--- src/rtl/sync_frame_tx_pkg.sv ---
// sync_frame_tx_pkg: shared state encoding, default sync pattern and width helper
package sync_frame_tx_pkg;
    typedef enum logic [1:0] {IDLE = 2'd0, SYNC = 2'd1, DATA = 2'd2, PARITY = 2'd3} state_t;
    localparam logic [3:0] SYNC_PAT_DEF = 4'b1011;
    function automatic int cnt_w(input int n);
        return (n > 1) ? $clog2(n) : 1;
    endfunction
endpackage

--- src/rtl/sync_frame_tx_if.sv ---
// sync_frame_tx_if: producer-side start/data handshake and serial line outputs
interface sync_frame_tx_if #(parameter int DATA_W = 8);
    logic start;
    logic [DATA_W-1:0] data_in;
    logic tx_bit;
    logic tx_valid;
    logic busy;
    logic done;
    modport master (output start, data_in, input tx_bit, tx_valid, busy, done);
    modport slave (input start, data_in, output tx_bit, tx_valid, busy, done);
endinterface

--- src/rtl/sync_frame_tx_bit_timer.sv ---
// sync_frame_tx_bit_timer: ticks once every CYCLES_PER_BIT enabled cycles, cleared while disabled
module sync_frame_tx_bit_timer
    import sync_frame_tx_pkg::*;
#(
    parameter int CYCLES_PER_BIT = 1
) (
    input  logic clk,
    input  logic rst,
    input  logic en,
    output logic bit_tick
);
    localparam int CW = cnt_w(CYCLES_PER_BIT);
    localparam logic [CW-1:0] LAST = CW'(CYCLES_PER_BIT - 1);
    logic [CW-1:0] cnt;
    assign bit_tick = en && cnt == LAST;
    always_ff @(posedge clk or posedge rst)
        if (rst) cnt <= '0;
        else cnt <= (!en || bit_tick) ? '0 : cnt + 1'b1;
endmodule

--- src/rtl/sync_frame_tx.sv ---
// sync_frame_tx: sends sync pattern, MSB-first payload and optional even parity on one line
module sync_frame_tx
    import sync_frame_tx_pkg::*;
#(
    parameter int SYNC_W = 4,
    parameter logic [SYNC_W-1:0] SYNC_PAT = SYNC_W'(SYNC_PAT_DEF),
    parameter int DATA_W = 8,
    parameter int CYCLES_PER_BIT = 1,
    parameter int PARITY_EN = 1
) (
    input logic clk,
    input logic rst,
    sync_frame_tx_if.slave bus
);
    localparam int FW = SYNC_W + DATA_W + 1;
    localparam int BW = cnt_w(SYNC_W > DATA_W ? SYNC_W : DATA_W);
    state_t state;
    logic [FW-1:0] fr;
    logic [BW-1:0] bcnt;
    logic tick, fin, tx_bit, tx_valid, busy, done;
    assign bus.tx_bit = tx_bit;
    assign bus.tx_valid = tx_valid;
    assign bus.busy = busy;
    assign bus.done = done;
    assign fin = tick && (state == PARITY || (state == DATA && bcnt == '0 && PARITY_EN == 0));
    sync_frame_tx_bit_timer #(.CYCLES_PER_BIT(CYCLES_PER_BIT)) u_timer (
        .clk(clk),
        .rst(rst),
        .en(state != IDLE),
        .bit_tick(tick)
    );
    // whole frame lives in one shift register; the parity slot is simply never sent when disabled
    always_ff @(posedge clk or posedge rst)
        if (rst) begin
            state <= IDLE;
            fr <= '0;
            bcnt <= '0;
            tx_bit <= 1'b0;
            tx_valid <= 1'b0;
            busy <= 1'b0;
            done <= 1'b0;
        end else begin
            done <= 1'b0;
            if (fin) begin
                state <= IDLE;
                tx_bit <= 1'b0;
                tx_valid <= 1'b0;
                busy <= 1'b0;
                done <= 1'b1;
            end else case (state)
                IDLE: if (bus.start) begin
                    state <= SYNC;
                    fr <= {SYNC_PAT, bus.data_in, ^bus.data_in};
                    bcnt <= BW'(SYNC_W - 1);
                    tx_bit <= SYNC_PAT[SYNC_W-1];
                    tx_valid <= 1'b1;
                    busy <= 1'b1;
                end
                SYNC, DATA, PARITY: if (tick) begin
                    fr <= fr << 1;
                    tx_bit <= fr[FW-2];
                    if (bcnt == '0) begin
                        state <= (state == SYNC) ? DATA : PARITY;
                        bcnt <= BW'(DATA_W - 1);
                    end else bcnt <= bcnt - 1'b1;
                end
                default: begin
                    state <= IDLE;
                    tx_bit <= 1'b0;
                    tx_valid <= 1'b0;
                    busy <= 1'b0;
                end
            endcase
        end
endmodule

--- src/flat_wrapper.sv ---
// flat-port wrapper written by rule: the top's interface ports become plain ports
module sync_frame_tx_flat import sync_frame_tx_pkg::*;
#(
    parameter int SYNC_W = 4,
    parameter logic [SYNC_W-1:0] SYNC_PAT = SYNC_W'(SYNC_PAT_DEF),
    parameter int DATA_W = 8,
    parameter int CYCLES_PER_BIT = 1,
    parameter int PARITY_EN = 1
)
  (clk, rst, bus_start, bus_data_in, bus_tx_bit, bus_tx_valid, bus_busy, bus_done);
  sync_frame_tx_if #(.DATA_W(DATA_W)) bus_i ();
  input logic clk;
  input logic rst;
  input wire logic [$bits(bus_i.start)-1:0] bus_start;
  input wire logic [$bits(bus_i.data_in)-1:0] bus_data_in;
  output wire logic [$bits(bus_i.tx_bit)-1:0] bus_tx_bit;
  output wire logic [$bits(bus_i.tx_valid)-1:0] bus_tx_valid;
  output wire logic [$bits(bus_i.busy)-1:0] bus_busy;
  output wire logic [$bits(bus_i.done)-1:0] bus_done;
  assign bus_i.start = bus_start;
  assign bus_i.data_in = bus_data_in;
  assign bus_tx_bit = bus_i.tx_bit;
  assign bus_tx_valid = bus_i.tx_valid;
  assign bus_busy = bus_i.busy;
  assign bus_done = bus_i.done;
  sync_frame_tx #(.SYNC_W(SYNC_W), .SYNC_PAT(SYNC_PAT), .DATA_W(DATA_W), .CYCLES_PER_BIT(CYCLES_PER_BIT), .PARITY_EN(PARITY_EN)) u_core (.clk(clk), .rst(rst), .bus(bus_i));
endmodule
--- config.mk ---
export PLATFORM = sky130hd
export DESIGN_NAME = sync_frame_tx_flat
export DESIGN_NICKNAME = d
export VERILOG_FILES = /design/src/rtl/sync_frame_tx_pkg.sv /design/src/rtl/sync_frame_tx_if.sv /design/src/rtl/sync_frame_tx_bit_timer.sv /design/src/rtl/sync_frame_tx.sv /design/src/flat_wrapper.sv
export SDC_FILE = /design/constraint.sdc
export NUM_CORES = 1
export LEC_CHECK = 0
export CAP_MARGIN = 20
export CORE_ASPECT_RATIO = 0.7
export CORE_MARGIN = 2
export CORE_UTILIZATION = 44
export DETAILED_ROUTE_END_ITERATION = 6
export PLACE_DENSITY_LB_ADDON = 0.15
export SKIP_CTS_REPAIR_TIMING = 1
export SLEW_MARGIN = 20
export SYNTH_ARGS = -nofsm -noshare
export SYNTH_HDL_FRONTEND = slang
export SYNTH_SLANG_ARGS = --single-unit
export TNS_END_PERCENT = 1
--- constraint.sdc ---
create_clock -name clk -period 1.7 [get_ports clk]
set_input_delay 0.34 -clock clk [delete_from_list [all_inputs] [get_ports clk]]
set_output_delay 0.34 -clock clk [all_outputs]
set_load 0.03 [all_outputs]
### Word level (Yosys, flattened, before mapping)

Index checks and enable logic that the tools add are counted.

* register bits: 21
* logic and storage cells: 55
* output and inout port bits: 4

* reductions and logical operators: 15
* muxes and demuxes: 21
* bitwise operators: 2
* equality and inequality tests: 8
* add/sub/neg operators: 2

Operator list (number)
* $mux 12: 2
* $pmux 12 s2: 1
* $mux 3: 3
* $mux 1: 8
* $mux 2: 4
* $reduce_xor 8->1: 1
* $ne 3x1->1 const B: 2
* $pmux 3 s2: 1
* $reduce_and 3->1: 2
* $reduce_bool 2->1: 3
* $eq 2x2->1 const B: 2
* $pmux 2 s2: 1
* $reduce_and 2->1: 2
* $logic_not 3->1: 1
* $ne 3x2->1 const B: 1
* $reduce_or 3->1: 1
* $sub 3x1->3 const B: 1
* $eq 2x1->1 const B: 1
* $logic_and 1x1->1: 2
* $logic_not 2->1: 1
* $ne 2x1->1 const B: 1
* $ne 2x2->1 const B: 1
* $not 1->1: 2
* $pmux 1 s2: 1
* 3 further kinds: 3

### Depth between registers and ports, before layout

* word-level depth: 6
* depth in mapped cells: 8

### Hierarchy

Synthesis repeated with hierarchy kept, for this count alone.

* cell total of the unflattened synthesis: 111
* area, all modules: 1101.1 um2

Modules (own cells, without submodules)
* sync_frame_tx: sequential area each 500.5 um2, cells an instance 107, area an instance 1054.8 um2, times used 1
* sync_frame_tx_bit_timer: sequential area each 25.0 um2, cells an instance 4, area an instance 46.3 um2, times used 1

### Worst setup path before layout

Ideal clock, no wire load.

* kind: flip-flop to flip-flop
* start point: reg u_core.state[0]
* end point: reg u_core.fr[1]
* buffers on the path: 1
* path slack: 14 ps
* clock period less this slack: 1686 ps
* arrival time: 1552 ps
* stages on the path, launching flop included: 8
* path through: dfrtp_1 inv_1 ha_1 nor3_1 a21oi_2 buf_4 nand2_1 o21ai_0

* cells in the longest elaborated chain, start to end: 5

Ends and longest elaborated chain
* start: declaration: line sync_frame_tx.sv:17 `state_t state;`
* start signal: assignment: line sync_frame_tx.sv:63 `state <= (state == SYNC) ? DATA : PARITY;`
* parallel branches: the longest is 5 deep, another holds $reduce_or 3->1
* end signal: assignment: line sync_frame_tx.sv:53 `fr <= {SYNC_PAT, bus.data_in, ^bus.data_in};`
* end signal: assignment: line sync_frame_tx.sv:60 `fr <= fr << 1;`
* end: declaration: line sync_frame_tx.sv:18 `logic [FW-1:0] fr;`

Several ways; the timed one is not identified.
A chain may end at the register's enable or synchronous reset.

### Final worst setup path

* start point: reg u_core.state[0]
* end point: reg u_core.fr[11]

* cells in the longest elaborated chain, start to end: 5

Ends and longest elaborated chain
* $reduce_bool 2->1: line sync_frame_tx.sv:29 `.en(state != IDLE),`
* $logic_and 1x1->1: line sync_frame_tx_bit_timer.sv:15 `assign bit_tick = en && cnt == LAST;`
* $logic_and 1x1->1 (*): line sync_frame_tx.sv:25 `assign fin = tick && (state == PARITY || (state == DATA && bcnt == '0 && PARITY_EN == 0));`
* net u_core.fin: line sync_frame_tx.sv:20 `logic tick, fin, tx_bit, tx_valid, busy, done;`
* $not 1->1 (no line) (*)
* $reduce_and 3->1 (no line) (*)

The timed path passes the listed nets; every way through them passes the cells marked *.

==> parameters.txt <==
Parameter                              Value

Logic synthesis
  Top_reg_cell synth    sky130_fd_sc_hd__dfrtp_1
  Post-Syn Instances    112
  Netlist Area Pre-Place    1110 sq um
  Number of distinct library cells after synthesis    32
  Count of flip-flops with a built-in enable after synthesis    0
  Number of warning messages in the yosys log    0
  Synthesized area per cell    9.90 sq um
  Synthesized net count    129
  Number of synthesized register bits    21
  Fraction of registers with async set or reset after synthesis    1.00
  Proportion of synthesized chip area in sequential cells    0.474

Critical path
  Setup crit end kind    flop
  Maximum fanout along the worst path    5
  Category of the critical setup timing path    flop to flop
  Kind of start point of the critical path    flop
  Critical Path RT    1.90 ns
  Data arrival time of the worst path    1.91 ns

Drt
  Detail-routed net length per standard cell    12.5 um
  Count of routing violations after the opening detailed-route iteration    13
  Number of remaining DRC errors    0
  Vias after detailed routing    836
  Post-DR vias/cell    4.86
  Antenna viol nets, final    0
  Length of the first detailed-routing pass in iterations    4
  Post-Route WL    2.14 mm

Die
  DIE HEIGHT    46.0 um
  Total I/O pin count    15
  Starting density of the core    0.458
  Die Span X    64.0 um
  Floorplan core area    2420 sq um
  Row count    15
  Floorplan die area    2940 sq um

Cells and area
  Area used by multi-input combinational logic    566 sq um
  Fin nets    156
  Most common cell after layout, fill and taps aside    sky130_fd_sc_hd__dfrtp_1
  Post-synthesis to final-layout area growth    29.5%
  N_diodes    0
  Top library cells by usage in the layout, fill and taps aside    sky130_fd_sc_hd__dfrtp_1 (21), sky130_fd_sc_hd__nand2_1 (14), sky130_fd_sc_hd__buf_4 (13)
  Layout fillers    200
  Final standard cell utilization of the core    0.593
  Layout Cell Area excl Fill    1440 sq um
  Register area    526 sq um
  Final instance count without filler cells    172
  Share of layout cells above drive strength 1    0.203

STA
  Number of pins with negative max-slew slack in the final report    0
  Endpoints failing hold    0
  Time the worst path needs with I/O delays and setup    1.71 ns
  Hold slack    0.359 ns
  Final worst-path cycle share    1.00
  Largest clock skew in the final design    0.00212 ns
  Setup repair after global routing missed its margin    true
  # setup viols final    1
  Worst Slack Setup Final    -0.00655 ns
  Highest clock rate    586 MHz

Global routing
  First-pass GRT wire length    3.46 mm
  Number of global-route vias before repair    792
  Gr usage total    0.157
  Congestion Overflow GR    0
  Antenna violations before repair    0
  Pin count of the biggest net entering global routing    22

Place
  Estimated wirelength of the detail-placed design    1.57 mm
  Placed inst area    1350 sq um
  IO buf count    14
  Cell count after placement    167
  GPL Wtd Cong    0.795

Outcome
  Violated checks    setup timing
  Run status    finished, violations left

Run
  Number of maximum-capacitance constraint violations    0

Clock network
  Total clock buffers created by CTS    3
  Clock transition at the registers of the reported paths    0.11 ns
  Clock Tree Buf Depth    2
  Number of sinks driven by the clock tree    21
  TritonCTS clock tree    built
  Maximum level of the CTS H-tree    1
  Skew-Pair Late Insertion Delay    0.30 ns
  Root Buffer Master    sky130_fd_sc_hd__clkbuf_4

Pwr
  Ratio of total power to cell area    1770 nW/um^2
  Peak supply drop    0.823 mV
  Fraction of power spent switching nets    0.406
  Cell-internal power    1.51 mW
  Switching power total    1.03 mW
  Sequential power share    0.324
  Combinational fraction of design power    0.584
  Power, Total    2.55 mW
  Power share of the clock group    0.092
  Leakage power    0.690 nW

Min path
  Worst min path class    input pin to async pin
-- critical path, stage by stage (launching register included) --
cell	delay, ns
sky130_fd_sc_hd__dfrtp_1	0.41
sky130_fd_sc_hd__buf_4	0.15
sky130_fd_sc_hd__ha_1	0.27
sky130_fd_sc_hd__nand2_2	0.11
sky130_fd_sc_hd__inv_2	0.05
sky130_fd_sc_hd__or3_4	0.39
sky130_fd_sc_hd__a31o_1	0.21
-- cell type report --
type | instances | share of cell area
clock buffer | 4 | 0.0183
inverter | 8 | 0.0209
multi-input combinational | 78 | 0.394
sequential | 21 | 0.366
tap | 34 | 0.0296
timing repair buffer | 27 | 0.171
-- synthesized netlist by cell type (all sizes together), types with 2 or more instances --
master / count / share of area
inv: 8 / 0.027
nor2: 8 / 0.027
clkbuf: 2 / 0.0068
o21ai: 10 / 0.045
xor2: 2 / 0.016
a211oi: 2 / 0.014
and3: 2 / 0.011
dfrtp: 21 / 0.47
or3: 2 / 0.011
buf: 3 / 0.018
xnor2: 5 / 0.040
nand3: 3 / 0.014
mux2i: 9 / 0.081
nand2: 15 / 0.053
a21oi: 3 / 0.020
ha: 6 / 0.068
-- flip-flops by register name, summed over array words and instances (netlist names) --
| name | count |
|---|---|
| u_core.bus.tx_bit | 1 |
| u_core.bus.done | 1 |
| u_core.bus.tx_valid | 1 |
| u_core.state | 2 |
| u_core.bcnt | 3 |
| u_core.u_timer.cnt | 1 |
| u_core.fr | 12 |
-- per-layer routing --
layer	vias up	wire length, um	GRT usage
met2	28	957	0.248
li1	425	-	-
met5	-	0	0
met1	381	1050	0.216
met3	2	131	0.0520
met4	0	10	0.0261
-- power groups by stage --
stage / Combinational (mW) / Sequential [mW] / Clock (mW)
after floorplan: 0.873 / 0.873 / 0
after global placement: 1.35 / 0.821 / 0
after detailed placement: 1.37 / 0.830 / 0
after CTS: 1.37 / 0.818 / 0.250
after global routing: 1.66 / 0.849 / 0.268
final: 1.49 / 0.825 / 0.234
-- kinds of logic after synthesis --
group                      Yosys count  synth area share
AOI/OAI and AO/OA                   20             0.119
xor gates and xnor gates             7            0.0553
adders and majority gates            6            0.0677
buffers and inverters               13            0.0519
DFF                                 21             0.474
muxes                               10            0.0914
other                                1           0.00338
and+or+nand+nor                     34             0.138
-- final timing paths --
kind	cells after the start	endpoint	start	slack (ns)
min in group clk	2	u_core.fr[6]	u_core.fr[6]	0.49
min	3	u_core.state[0]	rst	0.36
max in group asynchronous	3	u_core.bcnt[0]	rst	1.13
max	6	u_core.fr[11]	u_core.state[0]	-0.007
max reg2reg	6	u_core.fr[11]	u_core.state[0]	-0.007
min reg2reg	2	u_core.fr[6]	u_core.fr[6]	0.49
-- per-stage QoR --
| stage | TNS (ns) | worst slack (ns) |
|---|---|---|
| 2_1_floorplan | 0 | 0.0135 |
| 3_3_place_gp | -0.00503 | -0.00503 |
| 3_5_place_dp | -0.0855 | -0.0230 |
| 4_1_cts | -0.237 | -0.0530 |
| 5_1_grt | -0.228 | -0.0830 |
| 6_report | -0.00655 | -0.00655 |
Power figures use the tool's default switching activity.
